[src/rtl/fetch_buffer_pkg.sv]
// Shared fetch/decode definitions: the IF/ID record and the default buffer depth.
package fetch_buffer_pkg;

  // Default depth used when the buffer is instantiated at the CPU top level.
  localparam int FETCH_BUF_DEPTH = 4;

  // Fetched-instruction record passed from IF to ID.
  typedef struct packed {
    logic        valid;
    logic [31:0] pc;
    logic [31:0] inst;
    logic        pred_taken;
    logic [31:0] pred_target;
    logic        exception_valid;
    logic [4:0]  exception_cause;
  } if_id_reg_t;

endpackage

[src/rtl/fetch_buffer_if.sv]
// Enqueue/dequeue handshake bundle between fetch, the fetch buffer and decode.
interface fetch_buffer_if;
  import fetch_buffer_pkg::*;

  logic       enq_valid;
  if_id_reg_t enq_entry;
  logic       enq_ready;
  logic       deq_valid;
  if_id_reg_t deq_entry;
  logic       deq_ready;

  // Pipeline side: fetch presents records, decode consumes them.
  modport master (
    output enq_valid, enq_entry, deq_ready,
    input  enq_ready, deq_valid, deq_entry
  );

  // Buffer side.
  modport slave (
    input  enq_valid, enq_entry, deq_ready,
    output enq_ready, deq_valid, deq_entry
  );
endinterface

[src/rtl/fetch_buffer.sv]
// Fetch buffer: in-order queue between IF and ID with optional empty-bypass,
// flush squash and an exception fence that blocks enqueue until the flush.
module fetch_buffer
  import fetch_buffer_pkg::*;
#(
  parameter int DEPTH         = FETCH_BUF_DEPTH,
  parameter bit ENABLE_BYPASS = 1'b1
) (
  input  logic                   clk,
  input  logic                   rst_n,
  input  logic                   flush,
  fetch_buffer_if.slave          bus,
  output logic [$clog2(DEPTH):0] count,
  output logic                   fence_active
);

  localparam int AW = $clog2(DEPTH);
  localparam int PW = AW + 1;

  // Pointers carry one extra wrap bit so full and empty are distinguishable.
  logic [PW-1:0] r_head;
  logic [PW-1:0] r_tail;
  logic          r_fence;
  if_id_reg_t    r_mem [DEPTH];

  logic w_empty;
  logic w_full;
  logic w_bypass;
  logic w_enq_fire;
  logic w_deq_fire;
  logic w_write;
  logic w_pop;

  assign w_empty = (r_head == r_tail);
  assign w_full  = (r_head[AW-1:0] == r_tail[AW-1:0]) && (r_head[AW] != r_tail[AW]);

  // Bypass candidate: nothing stored, so the incoming record can be the head.
  assign w_bypass = ENABLE_BYPASS && w_empty && bus.enq_valid && !r_fence;

  // enq_ready depends only on registered state and flush, never on deq_ready.
  assign bus.enq_ready = !w_full && !r_fence && !flush;
  assign bus.deq_valid = !flush && (!w_empty || w_bypass);

  // Head record from storage, else the bypassed record, else zero.
  always_comb begin
    bus.deq_entry = '0;
    if (!flush) begin
      if (!w_empty)
        bus.deq_entry = r_mem[r_head[AW-1:0]];
      else if (w_bypass)
        bus.deq_entry = bus.enq_entry;
    end
  end

  assign w_enq_fire = bus.enq_valid && bus.enq_ready;
  assign w_deq_fire = bus.deq_valid && bus.deq_ready;

  // A same-cycle enqueue+dequeue into an empty buffer is a pure pass-through.
  assign w_write = w_enq_fire && !(w_empty && w_deq_fire);
  assign w_pop   = w_deq_fire && !w_empty;

  assign count        = r_tail - r_head;
  assign fence_active = r_fence;

  // Pointer and fence state; flush squashes everything and wins over traffic.
  always_ff @(posedge clk or negedge rst_n) begin
    if (!rst_n) begin
      r_head  <= '0;
      r_tail  <= '0;
      r_fence <= 1'b0;
    end else if (flush) begin
      r_head  <= '0;
      r_tail  <= '0;
      r_fence <= 1'b0;
    end else begin
      if (w_write)
        r_tail <= r_tail + PW'(1);
      if (w_pop)
        r_head <= r_head + PW'(1);
      if (w_enq_fire && bus.enq_entry.exception_valid)
        r_fence <= 1'b1;
    end
  end

  // Record storage; contents need no reset because pointers gate visibility.
  always_ff @(posedge clk) begin
    if (w_write)
      r_mem[r_tail[AW-1:0]] <= bus.enq_entry;
  end

endmodule

[src/flat_wrapper.sv]
// flat-port wrapper written by rule: the top's interface ports become plain ports
module fetch_buffer_flat import fetch_buffer_pkg::*;
#(
  parameter int DEPTH         = FETCH_BUF_DEPTH,
  parameter bit ENABLE_BYPASS = 1'b1
)
  (clk, rst_n, flush, count, fence_active, bus_enq_valid, bus_enq_entry, bus_deq_ready, bus_enq_ready, bus_deq_valid, bus_deq_entry);
  fetch_buffer_if bus_i ();
  input  logic clk;
  input  logic rst_n;
  input  logic flush;
  output logic [$clog2(DEPTH):0] count;
  output logic fence_active;
  input wire logic [$bits(bus_i.enq_valid)-1:0] bus_enq_valid;
  input wire logic [$bits(bus_i.enq_entry)-1:0] bus_enq_entry;
  input wire logic [$bits(bus_i.deq_ready)-1:0] bus_deq_ready;
  output wire logic [$bits(bus_i.enq_ready)-1:0] bus_enq_ready;
  output wire logic [$bits(bus_i.deq_valid)-1:0] bus_deq_valid;
  output wire logic [$bits(bus_i.deq_entry)-1:0] bus_deq_entry;
  assign bus_i.enq_valid = bus_enq_valid;
  assign bus_i.enq_entry = bus_enq_entry;
  assign bus_i.deq_ready = bus_deq_ready;
  assign bus_enq_ready = bus_i.enq_ready;
  assign bus_deq_valid = bus_i.deq_valid;
  assign bus_deq_entry = bus_i.deq_entry;
  fetch_buffer #(.DEPTH(DEPTH), .ENABLE_BYPASS(ENABLE_BYPASS)) u_core (.clk(clk), .rst_n(rst_n), .flush(flush), .bus(bus_i), .count(count), .fence_active(fence_active));
endmodule
[config.mk]
export PLATFORM = sky130hd
export DESIGN_NAME = fetch_buffer_flat
export DESIGN_NICKNAME = d
export VERILOG_FILES = /design/src/rtl/fetch_buffer_pkg.sv /design/src/rtl/fetch_buffer_if.sv /design/src/rtl/fetch_buffer.sv /design/src/flat_wrapper.sv
export SDC_FILE = /design/constraint.sdc
export NUM_CORES = 1
export LEC_CHECK = 0
export CAP_MARGIN = 20
export CORE_MARGIN = 4
export CORE_UTILIZATION = 46
export CTS_BUF_LIST = sky130_fd_sc_hd__clkbuf_2
export CTS_CLUSTER_SIZE = 16
export DETAILED_ROUTE_END_ITERATION = 8
export PLACE_DENSITY = 0.77
export SLEW_MARGIN = 10
export SYNTH_ARGS = -nofsm -noshare
export SYNTH_HDL_FRONTEND = slang
export SYNTH_SLANG_ARGS = --single-unit
[constraint.sdc]
create_clock -name clk -period 8.55 [get_ports clk]
set_clock_uncertainty 0.05 [all_clocks]
set_input_delay 1.2825 -clock clk [delete_from_list [all_inputs] [get_ports clk]]
set_output_delay 1.2825 -clock clk [all_outputs]
set_load 0.1 [all_outputs]
==> impl_metrics.toml, run 1 <==
[finish]
areaGrowthSynthToFinish_pct = 20.07
nFillCells = 2910
multiInputGateArea_um2 = 4140
drive_above_1_share_pct = 21.61
post-route-util_pct = 56.10
seq_area_um2 = 12670
fin_nets = 1340

[setup_path]
critPathBufInv = 3
cp_cell_sequence = "inv_1 -> ha_1 -> nand2_1 -> or2_4 -> buf_4 -> nand2_1 -> a21oi_1 -> clkdlybuf4s50_1"
slowest_delay_ns = 1.16
critPathRequiredTime_ns = 7.22
cp-end-kind = "primary output"
critPathLaunchType = "flip-flop"
cp_common_cell = "nand2_1"
cp.arrival_ns = 5.38
critPathKind = "reg2out"
slowest_stage = "clkdlybuf4s50_1"
cp_top_family = "buffers and inverters"
path_max_fanout = 72

[placement]
place_ws_ns = 2.602
post-dp-hpwl_mm = 21.10
place.gp.congestion = 0.7176
portBuffers = 218

[flow_run]
maxCapViolCount = 0

[yosys]
synth_common_cells = "416 x edfxtp_1, 106 x nand2_1, 106 x nand3_1"
netlist_area_um2 = 17150
synth-seq-cells = 423
synthDistinctLibCells = 29
yosys.cell_count.top_type = "edfxtp_1"
netlist.area_leader.share_pct = 72.85
synth_edf_count = 416
seq_area_frac_synth_pct = 73.88
synth.area.top_cells = "edfxtp_1 73%, mux4_2 14%, nand3_1 3.1%, a21oi_1 3.1%, nand2_1 2.3%"
syn_avg_cell_area_um2 = 17.84
synthFlopType = "edfxtp_1"
synth_warnings = 0
syn_nets = 1078
synthCells = 961
async_reset_ff_share_pct = 1.655
yosysTopAreaCell = "edfxtp_1"

[timing]
tns_ns = 0
layout_worst_path_cycle_share_pct = 78.47
fmax_mhz = 149.1
drv_slew = 0
relSlewSlack_pct = 26.03
fin_crit_ns = 6.709
finalHoldViolCount = 0
rsz0062_at_grt = "no"
worst_slew_pin_slew_ns = 1.110
worst_slack_ns = 1.841
setup_viol = 0

[floorplan]
core_area_um2 = 36700
die_h_um = 201.1
pin_count = 219
dieArea_um2 = 40430
dieWidth_um = 201.1
start_util_pct = 46.72
num_rows = 70

[clock_tree]
cts_made_buffers = 102
cts_tree = "built"
cts_resized = 0
h-tree-depth = 3
hold_buffers = 0
cts_buffer_depth = 3
insertion_delay_ns = 0.93
cts.sinks = 423
cts_root_buf = "clkbuf_2"
cts_setup_buffers = 0
clk_pin_slew_ns = 0.08

[route]
post_drt_via_cell_ratio = 5.620
avgRoutedWirePerCell_um = 21.44
drtIter0Drc = 752
via_count = 9891
drc_errors = 0
routed_wl_mm = 37.73
final_antenna_net_count = 0
first_pass_iters = 5

[grt]
antenna_found_initial = 2
overflow = 0
grt_pass1_vias = 10630
grt_start_max_net_pins = 76
grt_first_pass_wirelength_mm = 59.36
grt.total_usage_pct = 18.81

[status]
status = "complete, no violations"

[worst_hold_path]
hp-class = "reg2reg"

[pwr]
ir_drop_mv = 0.2702
power_density_nw_per_um2 = 326.0
combPwrFrac_pct = 44.3
p_leak_nw = 6.566
p_int_w = 0.003672
p_clk_share_pct = 18.4
swShare_pct = 45.29
net-switching-power_w = 0.003040
p_seq_share_pct = 37.4
final timing paths:
kind | start | end | slack, ns | cells past startpoint
worst max-delay path | u_core.r_head[1] | bus_deq_entry[58] | 1.84 | 8
worst min-delay path | u_core.r_head[2] | u_core.r_head[2] | 0.56 | 2
worst max register to register | u_core.r_head[1] | u_core.r_mem[1][95] | 4.53 | 7
worst min register to register | u_core.r_head[2] | u_core.r_head[2] | 0.56 | 2
max in group asynchronous | rst_n | u_core.r_head[0] | 7.54 | 1
min in group asynchronous | rst_n | u_core.fence_active | 0.58 | 1
kinds of logic (layout without fill, tap and decap cells):
kind of cell	after synthesis	in the layout	share of synthesized area [%]
buf+inv	77	407	2.138
compound gates	110	110	3.269
fa+ha+maj	8	8	0.6275
mux	106	106	13.78
simple gates	232	232	6.006
xor+xnor	5	5	0.2992
flops	423	423	73.88
other cells	0	1	0
state kept, by name, summed over array words and instances, names as in the netlist:
signal	count
u_core.r_tail	3
u_core.r_mem	416
u_core.r_head	3
u_core.fence_active	1
area by class of cell:
cell class / count / share of cell area (%)
sequential: 423 / 61.56
multi-input combinational: 461 / 20.11
timing repair buffer: 230 / 11.21
clock buffer: 144 / 3.500
tap: 468 / 2.844
clock inverter: 28 / 0.6746
inverter: 5 / 0.09116
antenna: 1 / 0.01215
layout by cell type, fill, tap and decap left out, drive strengths merged, types with 2 or more instances in the layout:
cell             n
a21oi          105
and2             4
buf             13
clkbuf         144
clkdlybuf4s50  217
clkinv          25
dfrtp            7
edfxtp         416
ha               7
inv              6
mux4           104
nand2          106
nand3          106
nor2            11
nor2b            2
o211ai           2
xor2             4
worst min-delay path, stage by stage (launching register included):
cell	delay (ns)
dfrtp_1	0.41
xor2_1	0.09
nor2_1	0.08
per-layer routing:
layer	up-vias	wire, um	share of wire (%)	global-route usage, %
met5	-	13	0.034	0
met4	2	716	1.9	6.711
met3	64	3106	8.2	4.410
met2	445	18300	49	30.16
met1	4979	15590	41	25.60
li1	4401	-	-	-
power by group through the flow:
stage | clock [W] | sequential, W | combinational (W)
after floorplan | 0 | 0.00253 | 0.00231
after global placement | 0 | 0.00255 | 0.00300
after CTS | 0.00129 | 0.00251 | 0.00300
final | 0.00123 | 0.00251 | 0.00297
after global routing | 0.00141 | 0.00252 | 0.00312
after detailed placement | 0 | 0.00256 | 0.00300
per-stage QoR:
stage | hold WS [ns] | std cells | power [W] | instance area (um^2)
global route | 0.4813 | 1760 | 0.007049 | 20590
floorplan | 0.5125 | 961 | 0.004835 | 17150
finish | 0.5636 | 1760 | 0.006712 | 20590
global placement | 0.5315 | 1586 | 0.005544 | 19710
CTS | 0.4294 | 1758 | 0.006803 | 20570
detailed placement | 0.5441 | 1586 | 0.005557 | 19710
Power figures use the tool's default switching activity.
==> run 2, diff against run 1 <==
--- a/config.mk
+++ b/config.mk
@@ -11,7 +11,7 @@
 export CTS_BUF_LIST = sky130_fd_sc_hd__clkbuf_2
 export CTS_CLUSTER_SIZE = 16
 export DETAILED_ROUTE_END_ITERATION = 8
-export PLACE_DENSITY = 0.77
+export PLACE_DENSITY = 0.8
 export SLEW_MARGIN = 10
 export SYNTH_ARGS = -nofsm -noshare
 export SYNTH_HDL_FRONTEND = slang
==> constraint.sdc (replaced) <==
create_clock -name clk -period 5.98 [get_ports clk]
set_clock_uncertainty 0.05 [all_clocks]
set_input_delay 0.897 -clock clk [delete_from_list [all_inputs] [get_ports clk]]
set_output_delay 0.897 -clock clk [all_outputs]
set_load 0.1 [all_outputs]
==> impl_metrics.toml, run 2 (synthesis results as in run 1) <==
[status]
status = "complete, no violations"

[pwr]
ir_drop_mv = 0.4478
p_int_w = 0.005350
p_seq_share_pct = 36.6
net-switching-power_w = 0.004361
p_leak_nw = 7.304
swShare_pct = 44.91
power_density_nw_per_um2 = 467.3
combPwrFrac_pct = 44.4
p_clk_share_pct = 19.0

[worst_hold_path]
hp-class = "in2async"

[finish]
seq_area_um2 = 12670
drive_above_1_share_pct = 23.86
fin_nets = 1345
layout_common_cells = "416 x edfxtp_1, 162 x clkdlybuf4s50_1, 149 x clkbuf_2"
areaGrowthSynthToFinish_pct = 21.21
mostFrequentLayoutCell = "edfxtp_1"
multiInputGateArea_um2 = 4140
instances_no_fill = 1768
nFillCells = 2837
largest_register_ffs = 416

[clock_tree]
h-tree-depth = 3
cts_setup_buffers = 0
cts_buffer_depth = 3
cts.sinks = 423
cts_root_buf = "clkbuf_2"
hold_buffers = 0
cts_resized = 0
cts_tree = "built"
cts_made_buffers = 101
insertion_delay_ns = 0.95
clk_pin_slew_ns = 0.10

[grt]
overflow = 0
grt_start_max_net_pins = 66
grt_first_pass_wirelength_mm = 59.98
grt.total_usage_pct = 18.87
antenna_found_initial = 1
grt_pass1_vias = 10680

[floorplan]
pin_count = 219
num_rows = 70
start_util_pct = 46.72
dieWidth_um = 201.1
die_h_um = 201.1
dieArea_um2 = 40430
core_area_um2 = 36700

[route]
first_pass_iters = 5
routed_wl_mm = 38.04
avgRoutedWirePerCell_um = 21.52
final_antenna_net_count = 0
drc_errors = 0
via_count = 9963
post_drt_via_cell_ratio = 5.635
drtIter0Drc = 745

[setup_path]
critPathKind = "reg2out"
cp_common_cell = "nand2_1"
critPathLaunchType = "flip-flop"
critPathBufInv = 2
critPathRequiredTime_ns = 5.03
cp-end-kind = "primary output"
slowest_stage = "clkdlybuf4s50_1"
path_max_fanout = 62
slowest_delay_ns = 1.15
cp.arrival_ns = 4.71
cp_cell_sequence = "ha_1 -> nand2_1 -> or2_4 -> buf_12 -> nand2_1 -> a21oi_1 -> clkdlybuf4s50_1"
cp_top_family = "buffers and inverters"

[timing]
setup_viol = 0
fmax_mhz = 176.8
fin_crit_ns = 5.656
whs_ns = 0.1932
drv_slew = 0
relSlewSlack_pct = 32.57
rsz0062_at_grt = "no"
layout_worst_path_cycle_share_pct = 94.58
finalHoldViolCount = 0
tns_ns = 0
worst_slew_pin_slew_ns = 1.008

[placement]
post-dp-hpwl_mm = 21.40
place.gp.congestion = 0.7053
dp.cells = 1593
portBuffers = 218

[flow_run]
maxCapViolCount = 0
## run 2: power groups by stage
stage	logic (W)	registers (W)	clock network (W)
floorplan	0.00330	0.00361	0
global placement	0.00432	0.00361	0
detailed placement	0.00435	0.00363	0
CTS	0.00436	0.00356	0.00192
global route	0.00453	0.00358	0.00208
finish	0.00431	0.00356	0.00184
## run 2: final cells by class
cell class,count,area share (%)
inverters,5,0.09031
clock inverters,25,0.8669
flip-flops and latches,423,60.99
repair buffers,236,11.72
diodes,1,0.01204
well taps,468,2.818
clock buffers,149,3.588
multi-input cells,461,19.92
## run 2: per-stage QoR
stage	setup slack (ns)	total power (W)	util, %	instance area, um^2
6_report	0.3244	0.009711	56.63	20780
5_1_grt	0.001381	0.01019	56.63	20780
4_1_cts	0.01644	0.009836	56.36	20680
3_5_place_dp	1.172	0.007972	53.84	19760
3_3_place_gp	1.185	0.007933	53.84	19760
2_1_floorplan	1.350	0.006913	-	17150
## run 2: path summary, 6_finish.rpt
| kind | startpoint | end | slack, ns | cells after the start |
|---|---|---|---|---|
| max | u_core.r_head[0] | bus_deq_entry[97] | 0.32 | 7 |
| min | rst_n | u_core.r_head[0] | 0.19 | 1 |
| max reg2reg | u_core.r_head[0] | u_core.r_mem[0][15] | 2.51 | 6 |
| min reg2reg | u_core.r_head[2] | u_core.r_head[2] | 0.56 | 2 |
| max in group asynchronous | rst_n | u_core.r_head[1] | 5.31 | 1 |
| min in group clk | flush | u_core.r_head[0] | 0.36 | 2 |
## run 2: per-layer routing
layer	global-route usage [%]	up-vias	wire [um]
met1	26.80	5086	16290
li1	-	4416	-
met5	0	-	0
met4	6.170	0	573
met2	29.46	411	18320
met3	4.249	50	2857
==> variant 1, RTL diff (config.mk and constraints of run 2) <==
The package constant `FETCH_BUF_DEPTH` goes from 4 to 2.
--- a/src/rtl/fetch_buffer_pkg.sv
+++ b/src/rtl/fetch_buffer_pkg.sv
@@ -3,5 +3,5 @@
 
   // Default depth used when the buffer is instantiated at the CPU top level.
-  localparam int FETCH_BUF_DEPTH = 4;
+  localparam int FETCH_BUF_DEPTH = 2;
 
   // Fetched-instruction record passed from IF to ID.
Interface: changed (resized count); port bits go from 219 to 218. No check against the original RTL was run, so the function may have changed too.
==> variant 1 against run 2 <==
- via count down 44%
- die area is 44% lower
- global-route usage decreased by 1.6 points
- setup slack improved by 780 ps
- final area fell by 43%
- area after synthesis shrank 46%
- sequential cell count decreased by 210
- worst hold slack improved by 120 ps
- core utilization rose by 3.3 points
- wire length down 48%
- critical path type unchanged
Power is not shown: default switching activity piles up to over one toggle a cycle in this logic, so the estimate is an artifact.
==> variant 1: results (changes against run 2) <==
The total number of H-tree levels came out at 2 (was 3). The synthesized area divided by synthesized cell count came to 18.63 µm² (was 17.84 µm²). The share of post-route cells with drive strength above 1 is 32.52% (was 23.86%). The xor and xnor area share after synthesis came to 0.3649% (was 0.2992%). The via count of the first global-routing pass is 5895 (was 10683). Cells taking the most area after synthesis: edfxtp_1 (67%), mux2i_1 (11%), o2bb2ai_2 (9.7%), o2bb2ai_1 (4.2%), dfrtp_1 (1.4%) (was edfxtp_1 (73%), mux4_2 (14%), nand3_1 (3.1%), a21oi_1 (3.1%), nand2_1 (2.3%)). The number of buffers inserted by post-CTS setup repair came out at 0 (unchanged).

The total via count in the routed design came out at 5539 (was 9963). The first-pass iteration count of the detailed router came to 6 (was 5). The largest net degree at the start of global routing was 64 (was 66). The arrival time at the worst endpoint is 3930 ps (was 4710 ps).

The number of distinct library cell variants in the gate-level netlist after synthesis came out at 36 (was 29). The number of flip-flops in the largest register is 208 (was 416). The count of cells resized by post-cts repair came out at 0 (unchanged). The average detailed-routed wire length per instance came out at 18.98 µm (was 21.52 µm). The synthesized-area fraction occupied by ao, oa, aoi and oai cells came out at 14.70% (was 3.269%). The share of cell area taken by muxes after synthesis was 11.58% (was 13.78%). The transition time at the pin with the least slew margin came to 1001 ps (was 1008 ps). Synth top cells by count: edfxtp_1 (208), mux2i_1 (106), o2bb2ai_2 (60) (was edfxtp_1 (416), nand2_1 (106), nand3_1 (106)). The number of nets in the layout is 847 (was 1345). Result of the run: complete, no violations (unchanged). The synthesized netlist net count is 607 (was 1078). The number of diodes added for antenna fixing was 0 (was 1). The global-route wire length before repair is 30960 µm (was 59980 µm).

The placed cell count is 948 (was 1593). The path depth of the worst reg2reg path is 4 (was 6). The number of violations reported at the end of detailed-routing iteration 0 was 261 (was 745). The global placement routability congestion came out at 0.7481 (was 0.7053).

The overall routing resource usage is 17.25% (was 18.87%). The number of enable flip-flop cells after synthesis came out at 208 (was 416). The detailed placer's ending HPWL came out at 12740 µm (was 21400 µm). The proportion of register bits with asynchronous set or reset after synthesis is 2.347% (was 1.655%). The adder-cell area share of the yosys netlist is 0.1351% (was 0.6276%).
==> variant 1: worst paths after layout <==
path	to	slack, ps
hold / removal	u_core.fence_active$_DFFE_PN0P_	310
min in group clk	u_core.fence_active$_DFFE_PN0P_	570
max in group asynchronous	u_core.r_head[0]$_DFFE_PN0P_	5330
setup / recovery	bus_deq_entry[101]	1100
hold reg to reg	u_core.fence_active$_DFFE_PN0P_	570
setup reg to reg	u_core.r_mem[0][68]$_DFFE_PP_	2660
==> variant 1: logic make-up after synthesis <==
logic type      Yosys count
flops                   213
compound gates          115
mux                     107
buf+inv                  41
simple gates             17
xor+xnor                  3
fa+ha+maj                 1
==> variant 1: layout make-up <==
class,instances,area [µm²]
Inverter,3,11.26
Multi-Input combinational cell,243,2610
Tap cell,265,331.6
Sequential cell,213,6375
Clock buffer,71,355.3
Fill cell,1540,7875
Clock inverter,21,106.4
Timing Repair Buffer,224,1989
==> variant 1: layer usage <==
metal	global-route usage (%)	vias to the layer above	share of wire, %
li1	-	2581	-
met1	21.74	2722	42
met2	28.90	209	50
met3	5.148	27	7.4
met4	5.169	0	1.4
met5	0	-	0
==> variant 1: stage by stage <==
stage	TNS (ps)	utilization [%]	setup WS (ps)	cell area, µm²	hold slack (ps)
floorplan	-123320	-	-592.9	9259	463.1
global placement	0	57.58	1463	11320	511.0
detailed placement	0	57.58	1275	11320	540.3
CTS	0	59.93	995.5	11780	206.0
global route	0	59.93	793.1	11780	209.6
finish	0	59.93	1102	11780	310.5
==> variant 1: critical path, cell delays in order, from the launching register on <==
cell       delay, ps
dfrtp_4         1040
ha_1             430
and3_4           660
buf_12           390
o2bb2ai_1        190
buf_4            320
==> variant 2, RTL diff (flow settings as in run 2) <==
Without the edit above. Make the reset (`rst_n`) synchronous in one clocked block.
--- a/src/rtl/fetch_buffer.sv
+++ b/src/rtl/fetch_buffer.sv
@@ -64,5 +64,5 @@
 
   // Pointer and fence state; flush squashes everything and wins over traffic.
-  always_ff @(posedge clk or negedge rst_n) begin
+  always_ff @(posedge clk) begin
     if (!rst_n) begin
       r_head  <= '0;
Check against the original RTL: not equivalent (Yosys sat finds a counterexample within 4 cycles, from zero or initial values and one cycle with rst_n low; the reset may be asserted at any time).
==> variant 2 against run 2 <==
- sequential cell count rose by 2
- area after synthesis fell by 2.1%
- setup slack gained 290 ps
- register-to-register slack improved by 650 ps
- maximum frequency up 5.5%
- largest cell class unchanged
- worst hold slack better by 280 ps
- critical endpoint is now bus_deq_entry[103]
- final area down 2.1%
- core utilization up 0.30 points
- wire length fell by 7.9%
Power is not compared: it rests on default switching activity, and its combinational part moved more than twofold at a synthesized area within 25%.
==> variant 2: results (changes against run 2) <==
Result of the run: complete, no violations (unchanged). The total via count in the routed design came to 9055 (was 9963). In this run the most critical hold path is launched from u_core.r_tail[0]$_SDFFE_PP0P_.

The global-route wire length before repair was 54120 µm (was 59980 µm). The setup slack of the most critical reg-to-reg path came to 3160 ps (was 2510 ps). The proportion of register bits with asynchronous set or reset after synthesis is 0% (was 1.655%). The area after detailed placement came out at 19400 µm² (was 19760 µm²). The port buffer count is 218 (unchanged). The overall routing resource usage came out at 17.81% (was 18.87%). The share of post-route cells with drive strength above 1 came out at 27.09% (was 23.86%). The synthesized netlist net count is 862 (was 1078). The average detailed-routed wire length per instance is 22.41 µm (was 21.52 µm). The capture point of the worst reg-to-reg path was u_core.r_mem[1][60]$_DFFE_PP_ (was u_core.r_mem[0][15]$_DFFE_PP_). The path depth of the worst reg2reg path came out at 6 (unchanged). The global placement routability congestion came out at 0.7181 (was 0.7053). The cell count after synthesis is 745 (was 961). The largest net degree at the start of global routing came to 105 (was 66). The maximum fanout along the worst path is 104 (was 62). The via count of the first global-routing pass came out at 9667 (was 10683). The tightest slew margin relative to the limit came out at 33.58% (was 32.57%). Cells taking the most area after synthesis: edfxtp_1 (74%), mux4_2 (13%), a32o_1 (6.2%), mux4_1 (1.4%), dfxtp_1 (1.1%) (was edfxtp_1 (73%), mux4_2 (14%), nand3_1 (3.1%), a21oi_1 (3.1%), nand2_1 (2.3%)). The detailed placer's ending HPWL came out at 19970 µm (was 21400 µm). The arrival time at the worst endpoint is 4420 ps (was 4710 ps).

The total CTS buffers is 100 (was 101). The number of nets in the layout came out at 1138 (was 1345). The setup slack at placement is 1517 ps (was 1172 ps).

The sequential fraction of the synthesis area came out at 75.49% (was 73.88%). Synth top cells by count: edfxtp_1 (416), a32o_1 (104), mux4_2 (95) (was edfxtp_1 (416), nand2_1 (106), nand3_1 (106)). The worst reg2reg path startpoint is u_core.r_tail[0]$_SDFFE_PP0P_ (was u_core.r_head[0]$_DFFE_PN0P_).

The placed cell count came out at 1380 (was 1593). The number of violations reported at the end of detailed-routing iteration 0 is 643 (was 745). The layout filler cell count came out at 2723 (was 2837). The number of distinct library cell variants in the gate-level netlist after synthesis is 33 (was 29). The clock latency of the later-clocked register in the worst-skew pair is 920 ps (was 950 ps).
==> variant 2: critical path, delay by kind of cell, from the launching register on <==
family | cells | cell delay [ps]
DFF | 1 | 380
buffers and inverters | 4 | 1940
adders and majority gates | 1 | 320
and+or+nand+nor | 3 | 460
AOI/OAI and AO/OA | 1 | 270
==> variant 2: worst max path at each step <==
stage,start,endpoint,slack (ps),depth (start not counted)
after floorplan,flush,u_core.r_mem[3][0]$_DFFE_PP_,240,3
after global placement,flush,bus_deq_entry[103],1550,5
after detailed placement,flush,bus_deq_entry[103],1520,5
after CTS,u_core.r_tail[0]$_SDFFE_PP0P_,bus_deq_entry[103],500,9
after global routing,u_core.r_tail[0]$_SDFFE_PP0P_,bus_deq_entry[103],360,9
final,u_core.r_tail[0]$_SDFFE_PP0P_,bus_deq_entry[103],620,9
==> variant 2: cell type report <==
cell class | count | share of cell area (%)
clock buffers | 144 | 3.542
diodes | 2 | 0.02460
inverters | 7 | 0.1291
repair buffers | 232 | 11.41
flip-flops and latches | 425 | 62.31
clock inverters | 37 | 1.076
well taps | 461 | 2.835
multi-input cells | 255 | 18.67
==> variant 2: cells by family (layout without fill, tap and decap cells) <==
family / count (synthesis) / in the layout / synth area share, %
compound gates: 117 / 117 / 6.656
xor+xnor: 5 / 5 / 0.2609
fa+ha+maj: 8 / 8 / 0.6410
buf+inv: 65 / 420 / 2.095
flops: 425 / 425 / 75.49
mux: 105 / 105 / 14.21
other cells: 0 / 2 / 0
simple gates: 20 / 20 / 0.6410
==> variant 2: through the flow <==
step | power (mW) | hold WS (ps) | util (%)
4_1_cts | 5.828 | 383.9 | 56.92
3_3_place_gp | 3.957 | 446.6 | 54.29
2_1_floorplan | 3.757 | 433.7 | -
3_5_place_dp | 3.968 | 463.7 | 54.29
6_report | 5.744 | 474.1 | 56.93
5_1_grt | 6.022 | 410.9 | 56.93
==> variant 2: routing by layer <==
layer,track usage [%],vias up,part of all wire [%]
met4,5.648,0,1.4
met5,0,-,0
met2,28.05,426,49
li1,-,3929,-
met1,24.17,4662,41
met3,5.437,38,8.9
==> variant 2: report_power, final <==
part           internal, mW  switching (mW)  leakage, nW
sequential             3.29         0.00713         3.83
clock                 0.774            1.07        0.699
combinational         0.181           0.417         1.91
